--- src/rtl/if_pkg.sv ---
// Shared types and constants for the instruction-fetch sequencer.
package if_pkg;

  typedef enum logic [2:0] {
    IDLE  = 3'd0,
    REQ   = 3'd1,
    WAIT  = 3'd2,
    HOLD  = 3'd3,
    DRAIN = 3'd4
  } fetch_state_t;

  localparam logic [31:0] NOP_INST = 32'h0000_0013;
  localparam int unsigned PC_STEP  = 4;

endpackage

--- src/rtl/fetch_buf.sv ---
// Single-entry output buffer toward decode: holds one instruction with its PC and PC+4.
module fetch_buf
  import if_pkg::*;
#(
  parameter int unsigned XLEN = 32
) (
  input  logic            clk,
  input  logic            clr_i,
  input  logic            load_i,
  input  logic            consume_i,
  input  logic [31:0]     inst_i,
  input  logic [XLEN-1:0] pc_i,
  output logic            valid_o,
  output logic [31:0]     inst_o,
  output logic [XLEN-1:0] pc_o,
  output logic [XLEN-1:0] pc_next_o
);

  logic            valid_q;
  logic [31:0]     inst_q;
  logic [XLEN-1:0] pc_q;
  logic [XLEN-1:0] pc_next_q;

  // Load wins over consume; the controller never asserts both.
  always_ff @(posedge clk) begin
    if (clr_i) begin
      valid_q   <= 1'b0;
      inst_q    <= NOP_INST;
      pc_q      <= '0;
      pc_next_q <= '0;
    end else if (load_i) begin
      valid_q   <= 1'b1;
      inst_q    <= inst_i;
      pc_q      <= pc_i;
      pc_next_q <= pc_i + XLEN'(PC_STEP);
    end else if (consume_i) begin
      valid_q   <= 1'b0;
    end
  end

  assign valid_o   = valid_q;
  assign inst_o    = inst_q;
  assign pc_o      = pc_q;
  assign pc_next_o = pc_next_q;

endmodule

--- src/rtl/fetch_ctrl.sv ---
// Fetch sequencer: owns fetch PC, drives the imem req/gnt/rvalid handshake,
// squashes wrong-path responses after redirects and feeds decode via fetch_buf.
module fetch_ctrl
  import if_pkg::*;
#(
  parameter int unsigned     XLEN     = 32,
  parameter logic [XLEN-1:0] RESET_PC = '0
) (
  input  logic            clk,
  input  logic            reset,
  input  logic            redirect,
  input  logic [XLEN-1:0] redirect_pc,
  output logic            imem_req,
  output logic [XLEN-1:0] imem_addr,
  input  logic            imem_gnt,
  input  logic            imem_rvalid,
  input  logic [31:0]     imem_rdata,
  output logic            id_valid,
  input  logic            id_ready,
  output logic [31:0]     id_inst,
  output logic [XLEN-1:0] id_pc,
  output logic [XLEN-1:0] id_pc_next,
  output logic [XLEN-1:0] fetch_pc
);

  fetch_state_t    state_q, state_d;
  logic [XLEN-1:0] pc_q, pc_d;
  logic [XLEN-1:0] target;
  logic            buf_load, buf_consume;

  assign target = redirect_pc & ~XLEN'(3);

  always_ff @(posedge clk) begin
    if (reset) begin
      state_q <= IDLE;
      pc_q    <= RESET_PC;
    end else begin
      state_q <= state_d;
      pc_q    <= pc_d;
    end
  end

  always_comb begin
    state_d     = state_q;
    pc_d        = pc_q;
    buf_load    = 1'b0;
    buf_consume = 1'b0;
    unique case (state_q)
      IDLE: begin
        state_d = REQ;
        if (redirect) pc_d = target;
      end
      REQ: begin
        if (redirect) pc_d = target;
        // A granted old address still owes a response, so it must be drained.
        if (imem_gnt) state_d = redirect ? DRAIN : WAIT;
      end
      WAIT: begin
        if (redirect) begin
          pc_d    = target;
          state_d = imem_rvalid ? REQ : DRAIN;
        end else if (imem_rvalid) begin
          buf_load = 1'b1;
          pc_d     = pc_q + XLEN'(PC_STEP);
          state_d  = HOLD;
        end
      end
      HOLD: begin
        if (redirect) begin
          buf_consume = 1'b1;
          pc_d        = target;
          state_d     = REQ;
        end else if (id_ready) begin
          buf_consume = 1'b1;
          state_d     = REQ;
        end
      end
      DRAIN: begin
        if (redirect) pc_d = target;
        if (imem_rvalid) state_d = REQ;
      end
      default: state_d = IDLE;
    endcase
  end

  fetch_buf #(.XLEN(XLEN)) u_buf (
    .clk       (clk),
    .clr_i     (reset),
    .load_i    (buf_load),
    .consume_i (buf_consume),
    .inst_i    (imem_rdata),
    .pc_i      (pc_q),
    .valid_o   (id_valid),
    .inst_o    (id_inst),
    .pc_o      (id_pc),
    .pc_next_o (id_pc_next)
  );

  assign imem_req  = (state_q == REQ);
  assign imem_addr = pc_q;
  assign fetch_pc  = pc_q;

endmodule

--- config.mk ---
export PLATFORM = sky130hd
export DESIGN_NAME = fetch_ctrl
export DESIGN_NICKNAME = d
export VERILOG_FILES = /design/src/rtl/if_pkg.sv /design/src/rtl/fetch_buf.sv /design/src/rtl/fetch_ctrl.sv
export SDC_FILE = /design/constraint.sdc
export NUM_CORES = 1
export LEC_CHECK = 0
export BUFFER_PORTS_ARGS = -buffer_cell sky130_fd_sc_hd__buf_2
export CORE_MARGIN = 10
export CORE_UTILIZATION = 25
export CTS_CLUSTER_SIZE = 40
export DETAILED_ROUTE_END_ITERATION = 7
export HOLD_SLACK_MARGIN = 0.06
export PLACE_DENSITY = 0.51
export SETUP_SLACK_MARGIN = 0.3
export SYNTH_ARGS = -nofsm -noshare
export SYNTH_HDL_FRONTEND = slang
export SYNTH_HIERARCHICAL = 1
export SYNTH_SLANG_ARGS = --single-unit
--- constraint.sdc ---
create_clock -name clk -period 7.3 [get_ports clk]
set_clock_uncertainty 0.05 [all_clocks]
set_input_delay 1.095 -clock clk [delete_from_list [all_inputs] [get_ports clk]]
set_output_delay 1.095 -clock clk [all_outputs]
set_load 0.1 [all_outputs]
# --- After elaboration in Yosys (flattened, before gate mapping) ---
# Index checks and enable logic that the tools add are counted.
# W data, S select, Z words.
totals:
  regBits: 132
  input_bits: 70
classes:
  addsub: 1
  eq_ne: 9
  n_mux: 21
  n_reduce_logical: 6
op_table:
  columns: ["operator", "n"]
  rows:
  - ["$mux W32", 3]
  - ["$pmux W32 S2", 1]
  - ["$add A32 B3 Y32 const B", 1]
  - ["$mux W3", 8]
  - ["$pmux W3 S5", 1]
  - ["$mux W1", 8]
  - ["$eq A3 B2 Y1 const B", 2]
  - ["$ne A3 B3 Y1 const B", 2]
  - ["$ne A2 B1 Y1 const B", 2]
  - ["$reduce_and A4 Y1", 1]
  - ["$reduce_bool A2 Y1", 2]
  - ["$reduce_or A4 Y1", 1]
  - ["$eq A3 B1 Y1 const B", 1]
  - ["$eq A3 B3 Y1 const B", 1]
  - ["$logic_not A3 Y1", 1]
  - ["$reduce_and A3 Y1", 1]
  - ["$ne A2 B2 Y1 const B", 1]

# --- Longest topological paths before layout ---
# Gate-level depths: netlist of the first run.
logic_depth:
  depth_word: 5
  ltp_mapped: 10

# --- Cells and area by module ---
# The synthesis of the first run kept the hierarchy.
by_module_without_submodules:
  columns: ["mod", "n_inst", "cells_per_inst", "area_per_inst_um2", "seq_area_each_um2"]
  rows:
  - ["fetch_buf", 1, 423, 3945.0, 1901.8]
  - ["fetch_ctrl", 1, 343, 2585.0, 660.6]

# --- Worst setup path before layout of the first run ---
# OpenSTA, ideal clock, no wires.
synth_timing:
  kind: "register -> register"
  startpoint: "reg pc_q[2] (netlist: fetch_pc[2])"
  endpoint: "reg u_buf.pc_next_q[20] (netlist: u_buf/pc_next_o[20])"
  t_arrival_ns: 2.946
  required_ns: 7.159
  slack_ns: 4.213
  stages_incl_launch_ff: 7
  n_path_buf: 1
  period_less_slack_ns: 3.087
  path_cell_list: "dfxtp_1 ha_1 nand4_4 or4_1 buf_2 or3_1 a311oi_1"
synth_via:
  elab_chain_len: 1
synth_rtl:
  columns: ["item", "line", "rtl"]
  rows:
  - ["from (decl)", "fetch_ctrl.sv:27", "logic [XLEN-1:0] pc_q, pc_d;"]
  - ["from (signal assigned)", "fetch_ctrl.sv:39", "pc_q <= pc_d;"]
  - ["$add A32 B3 Y32", "fetch_buf.sv:35", "pc_next_q <= pc_i + XLEN'(PC_STEP);"]
  - ["to (signal assigned)", "fetch_buf.sv:35", null]
  - ["to (decl)", "fetch_buf.sv:22", "logic [XLEN-1:0] pc_next_q;"]
# No other way between the ends.
# A chain may end at the register's enable or synchronous reset.

# --- Worst setup path after layout of the first run ---
layout_timing:
  startpoint: "in redirect"
  endpoint: "reg u_buf.pc_next_q[26] (netlist: u_buf/pc_next_o[26])"
layout_via:
  elab_chain_len: 2
layout_rtl:
  columns: ["item", "line", "rtl"]
  rows:
  - ["from (decl)", "fetch_ctrl.sv:11", "input logic redirect,"]
  - ["$mux W1", "fetch_ctrl.sv:59", "if (redirect) begin"]
  - ["$mux W1", "fetch_ctrl.sv:48", "unique case (state_q)"]
  - ["via buf_load", "fetch_ctrl.sv:29", "logic buf_load, buf_consume;"]
# The timed path passes the listed nets, and every way through them passes these cells.

==> results of run 1 <==
[Yosys cell counts, drive strengths merged, types with 3 or more instances]
cell type and number:
a211oi 20, a21o 6, a21oi 40, a221oi 4, a311oi 12, a31oi 5
a32oi 3, and2 5, and3 11, and4 6, buf 59, clkbuf 26
dfxtp 128, inv 15, mux2i 60, nand2 57, nand2b 4, nand3 31
nand3b 3, nand4 20, nor2 112, nor3 23, nor3b 3, nor4 14
o21ai 28, o31ai 7, or2 4, or3 8, or4 6, xnor2 10
xor2 3
[sequential cells by signal, summed over array words and instances (netlist names)]
signal,flops
u_buf/pc_next_o,30
u_buf/inst_o,32
u_buf/pc_o,32
u_buf/valid_o,1
state_q,3
fetch_pc,30
[path summary, 6_finish.rpt]
check                                                        end  slack, ps  cells after the start
worst max-delay path            u_buf/pc_next_o[26]$_SDFFE_PP0P_       3470                      8
worst min-delay path                 u_buf/pc_o[27]$_SDFFE_PP0P_        410                      2
worst max register to register  u_buf/pc_next_o[26]$_SDFFE_PP0P_       3700                      7
worst min register to register       u_buf/pc_o[27]$_SDFFE_PP0P_        410                      2
[where the power goes]
group | internal (mW) | switching [mW]
registers | 0.776 | 0.197
logic | 0.249 | 1.10
clock network | 0.566 | 0.343
total | 1.59 | 1.64
[tightest hold or removal path, delay by kind of cell, from the launching register on]
family / cells / cell delay [ps]
AO/OA/AOI/OAI: 1 / 60
AND/OR/NAND/NOR: 1 / 50
flip-flops: 1 / 300
[per-stage QoR]
step	cells	util, %	hold slack (ps)	setup slack, ps	instance area (um^2)
after floorplan	771	-	610	4210	6550
after global placement	1253	29.5	402	3010	7640
after detailed placement	1253	29.5	405	3010	7640
after CTS	1285	31.9	415	3460	8260
after global routing	1286	31.9	436	3260	8260
final	1288	31.9	411	3470	8270
[cell type report]
cell class	count	area share [%]
Multi-Input combinational cell	543	41.3
Sequential cell	128	31.0
Timing Repair Buffer	232	14.3
Clock buffer	20	5.64
Tap cell	335	5.07
Clock inverter	12	1.91
Inverter	15	0.711
Antenna cell	3	0.0908
[per-layer routing]
layer  vias to the layer above  wire length, um  GRT usage [%]
met2                       174            11600           23.0
met4                         0              291           3.94
li1                       3069                -              -
met1                      2986            11000           17.8
met3                        16             1360           3.48
met5                         -                0              0
[cell families after synthesis]
group | after synthesis | synth area share, %
xor+xnor | 13 | 1.74
other cells | 1 | 0.0574
simple gates | 316 | 25.3
flops | 128 | 39.2
fa+ha+maj | 2 | 0.383
compound gates | 146 | 15.2
mux | 60 | 9.25
buf+inv | 100 | 8.74
==> flow_summary.json, run 1 <==
{
  "final_cell_mix": "buf_2 (224), dfxtp_1 (128), nor2_1 (111)",
  "clockBufferDepth": 2,
  "cp-end-kind": "flip-flop",
  "drv_cap": 0,
  "crit_buf_inv": 3,
  "synth_top_cell_by_area": "dfxtp_1",
  "status": "complete, no violations",
  "relSlewSlack_pct": 29.0,
  "syn_to_final_growth_pct": 26.6,
  "finalSetupTns_ps": 0,
  "drtIter0Drc": 409,
  "postCtsHoldBufs": 0,
  "crit_chain": "buf_2 > nor3b_2 > nand3b_1 > inv_4 > buf_4 > nand2_1 > nor4b_1 > nor4_1",
  "required_ps": 7530,
  "vias": 6245,
  "fillCellCount": 2780,
  "cp_top_family": "buffers and inverters",
  "path_clk_slew_ps": 60,
  "netlist_area_um2": 6530,
  "r2r-start": "state_q[1]$_SDFFE_PP0P_",
  "syn_area_per_cell_um2": 8.52,
  "synth_cell_types": 76,
  "critPathKind": "in -> reg",
  "synth_ff_type": "dfxtp_1",
  "synth_top_area_share_pct": 39.2,
  "drtAntennaViolNets": 0,
  "io_buffers": 225,
  "finalSetupViolCount": 0,
  "regArea_um2": 2560,
  "arrival_ps": 4060,
  "grt_max_degree": 83,
  "seq_area_frac_synth_pct": 39.2,
  "drt_wl_total_um": 24200,
  "cts-root-buf": "clkbuf_16",
  "multi_input_area_um2": 3420,
  "core_area_um2": 25900,
  "worst_pin_slew_ps": 1070,
  "dpl.hpwl_um": 17100,
  "grt_pass1_vias": 5989,
  "nNetsFinal": 1009,
  "hold_viol": 0,
  "layout-drive-gt1-share_pct": 30.3,
  "cp-start-kind": "primary input",
  "wl_per_cell_um": 18.8,
  "clock_latency_ps": 420,
  "grt_antenna_before_repair": 3,
  "fmaxAchievable_ghz": 0.261,
  "cts-resized-gates": 0,
  "rsz0062_at_grt": "no",
  "layout_commonest_cell": "buf_2",
  "dieArea_um2": 33000,
  "path_max_fanout": 79,
  "gp_congestion": 0.783,
  "grt_pass1_wl_um": 36800,
  "finalCriticalPeriod_ps": 3830,
  "slowest_stage": "buf_4",
  "start_util_pct": 25.2,
  "slew_viol_final": 0,
  "htree_levels": 4,
  "period_share_pct": 52.5,
  "yosysWarnings": 6,
  "crit_start": "redirect",
  "drc": 0,
  "cts_setup_buffers": 0,
  "min_path_type": "reg -> reg",
  "drt-vias-per-instance": 4.85,
  "die_x_um": 182,
  "gr-total-overflow": 0,
  "slowest_delay_ps": 920,
  "synthTopCellsByArea": "dfxtp_1 (39%), mux2i_1 (9.0%), nor2_1 (6.4%)",
  "rows": 59,
  "numCtsBuffers": 17,
  "ir_worst_vdd_mv": 0.164,
  "ys_ff_latch": 128,
  "async_flop_share_pct": 0,
  "hold_start": "u_buf/pc_o[27]$_SDFFE_PP0P_",
  "power.density_nw_per_um2": 391,
  "cts_tree": "done",
  "synth_edf_count": 0,
  "grt_usage_pct": 14.0,
  "netlist_instances": 766,
  "cts.sink_count": 128,
  "drt-pass1-iter-count": 4,
  "ioPinCount": 232,
  "p_leak_nw": 3.40,
  "p_total_mw": 3.23,
  "fp.dieH_um": 182
}
Note: power is estimated with default switching activity, not from simulation.
==> run 2, diff against run 1 <==
--- a/config.mk
+++ b/config.mk
@@ -11,7 +11,7 @@
 export CTS_CLUSTER_SIZE = 40
 export DETAILED_ROUTE_END_ITERATION = 7
 export HOLD_SLACK_MARGIN = 0.06
-export PLACE_DENSITY = 0.51
+export PLACE_DENSITY = 0.52
 export SETUP_SLACK_MARGIN = 0.3
 export SYNTH_ARGS = -nofsm -noshare
 export SYNTH_HDL_FRONTEND = slang
==> constraint.sdc (replaced) <==
create_clock -name clk -period 3.15 [get_ports clk]
set_clock_uncertainty 0.05 [all_clocks]
set_input_delay 0.4725 -clock clk [delete_from_list [all_inputs] [get_ports clk]]
set_output_delay 0.4725 -clock clk [all_outputs]
set_load 0.1 [all_outputs]
==> run 2 against run 1 <==
Final area grew 1.7%. Clock power grew 120%. Via count grew 0.69%. Critical path type is now reg -> reg. Largest power group unchanged. Highest routed layer is now met5.
==> flow_summary.json, run 2 (same netlist as run 1, synthesis figures left out) <==
{
  "status": "complete, no violations",
  "p_switching_mw": 3.81,
  "min_to": "u_buf/inst_o[0]$_SDFFE_PP1P_",
  "start_util_pct": 25.2,
  "fmaxAchievable_ghz": 0.393,
  "cts-root-buf": "clkbuf_16",
  "finalCriticalPeriod_ps": 2550,
  "pre_cts_ws_ps": 650,
  "worst_slack_ps": 603,
  "rsz0062_at_grt": "no",
  "slew_viol_final": 0,
  "internal_power_mw": 3.65,
  "grt_max_degree": 61,
  "grt_usage_pct": 14.2,
  "placedCellCount": 1273,
  "slowest_stage": "or4_1",
  "required_ps": 3430,
  "p_seq_share_pct": 29.1,
  "arrival_ps": 2820,
  "slowest_delay_ps": 760,
  "drtIter0Drc": 394,
  "syn_to_final_growth_pct": 28.8,
  "drt_wl_total_um": 24500,
  "layout-drive-gt1-share_pct": 32.4,
  "fin_area_um2": 8410,
  "worst_pin_slew_ps": 638,
  "drtAntennaViolNets": 0,
  "ir_worst_vdd_mv": 0.503,
  "cp-start-kind": "flip-flop",
  "finalSetupTns_ps": 0,
  "clock_latency_ps": 420,
  "r2r-start": "fetch_pc[5]$_SDFFE_PP0P_",
  "grt_antenna_before_repair": 2,
  "cp-end-kind": "flip-flop",
  "core_area_um2": 25900,
  "final_cell_mix": "buf_2 (224), dfxtp_1 (122), nor2_1 (111)",
  "relSlewSlack_pct": 57.4,
  "crit_start": "fetch_pc[5]$_SDFFE_PP0P_",
  "layout_commonest_cell": "buf_2",
  "nNetsFinal": 1029,
  "numCtsBuffers": 17,
  "wl_per_cell_um": 18.8,
  "vias": 6288,
  "hold_ws_ps": 225,
  "swShare_pct": 51.1,
  "cts_tree": "done",
  "reg2reg_slack_ps": 600,
  "finalSetupViolCount": 0,
  "gr-total-overflow": 0,
  "reg2reg_depth": 4,
  "io_buffers": 225,
  "cts.sink_count": 128,
  "postCtsHoldBufs": 0,
  "power.density_nw_per_um2": 886,
  "drt-pass1-iter-count": 4,
  "drt-vias-per-instance": 4.81,
  "htree_levels": 4,
  "clockBufferDepth": 2,
  "clock_power_share_pct": 26.7,
  "period_share_pct": 80.8,
  "drv_cap": 0,
  "min_path_type": "in -> reg",
  "drc": 0,
  "placed_area_um2": 7820,
  "dieArea_um2": 33000,
  "path_clk_slew_ps": 60,
  "gp_congestion": 0.782,
  "ioPinCount": 232,
  "grt_pass1_wl_um": 37200,
  "rows": 59,
  "cts_setup_buffers": 0,
  "path_max_fanout": 13,
  "dpl.hpwl_um": 17800,
  "hold_start": "imem_rdata[0]",
  "p_leak_nw": 3.50,
  "fp.dieH_um": 182,
  "critPathKind": "reg -> reg",
  "grt_pass1_vias": 6053,
  "final_cells": 1306,
  "reg2reg_to": "u_buf/pc_next_o[28]$_SDFFE_PP0P_",
  "crit_chain": "nand4_4 > or4_1 > o311a_1 > nor4_1",
  "holdPathStages": 3,
  "die_x_um": 182,
  "power_frac_comb_pct": 44.1,
  "cts-resized-gates": 0,
  "hold_viol": 0
}
==> run 2: final cells by class <==
class / instances / area [um^2]
Fill cell: 2751 / 17500
Multi-Input combinational cell: 543 / 3420
Sequential cell: 128 / 2570
Timing Repair Buffer: 252 / 1360
Clock buffer: 19 / 453
Tap cell: 335 / 419
Clock inverter: 13 / 138
Inverter: 15 / 58.8
Antenna cell: 1 / 2.50
==> run 2: metal layers <==
metal  track usage (%)  part of all wire [%]  vias up
met4              4.46                   2.0        2
met2              22.6                    46      204
met1              18.6                    46     2947
met5                 0                 0.053        -
met3              3.44                   6.3       23
li1                  -                     -     3112
==> run 2: worst max path at each step <==
stage	end	slack, ps	depth (start not counted)
floorplan	u_buf/pc_next_o[20]$_SDFFE_PP0P_	310	5
global placement	u_buf/pc_next_o[28]$_SDFFE_PP0P_	660	4
detailed placement	u_buf/pc_o[16]$_SDFFE_PP0P_	650	8
CTS	u_buf/pc_next_o[28]$_SDFFE_PP0P_	640	4
global route	u_buf/pc_next_o[3]$_SDFFE_PP0P_	410	7
finish	u_buf/pc_next_o[28]$_SDFFE_PP0P_	600	4
==> run 2: power groups by stage <==
stage / logic [mW] / registers (mW) / clock network (mW)
after detailed placement: 3.31 / 2.21 / 0
final: 3.29 / 2.17 / 1.99
after CTS: 3.31 / 2.17 / 2.05
after global routing: 3.46 / 2.21 / 2.11
after floorplan: 1.70 / 3.22 / 0
after global placement: 3.30 / 2.20 / 0
==> run 2: critical path, delay by kind of cell, from the launching register on <==
family,cells,cell delay (ps)
and+or+nand+nor,3,1260
DFF,1,730
AOI/OAI and AO/OA,1,410
==> run 2: metrics by stage <==
stage	total power, mW	utilization, %
detailed placement	5.52	30.2
global route	7.78	32.5
finish	7.45	32.5
global placement	5.50	30.2
CTS	7.53	32.5
floorplan	4.93	-
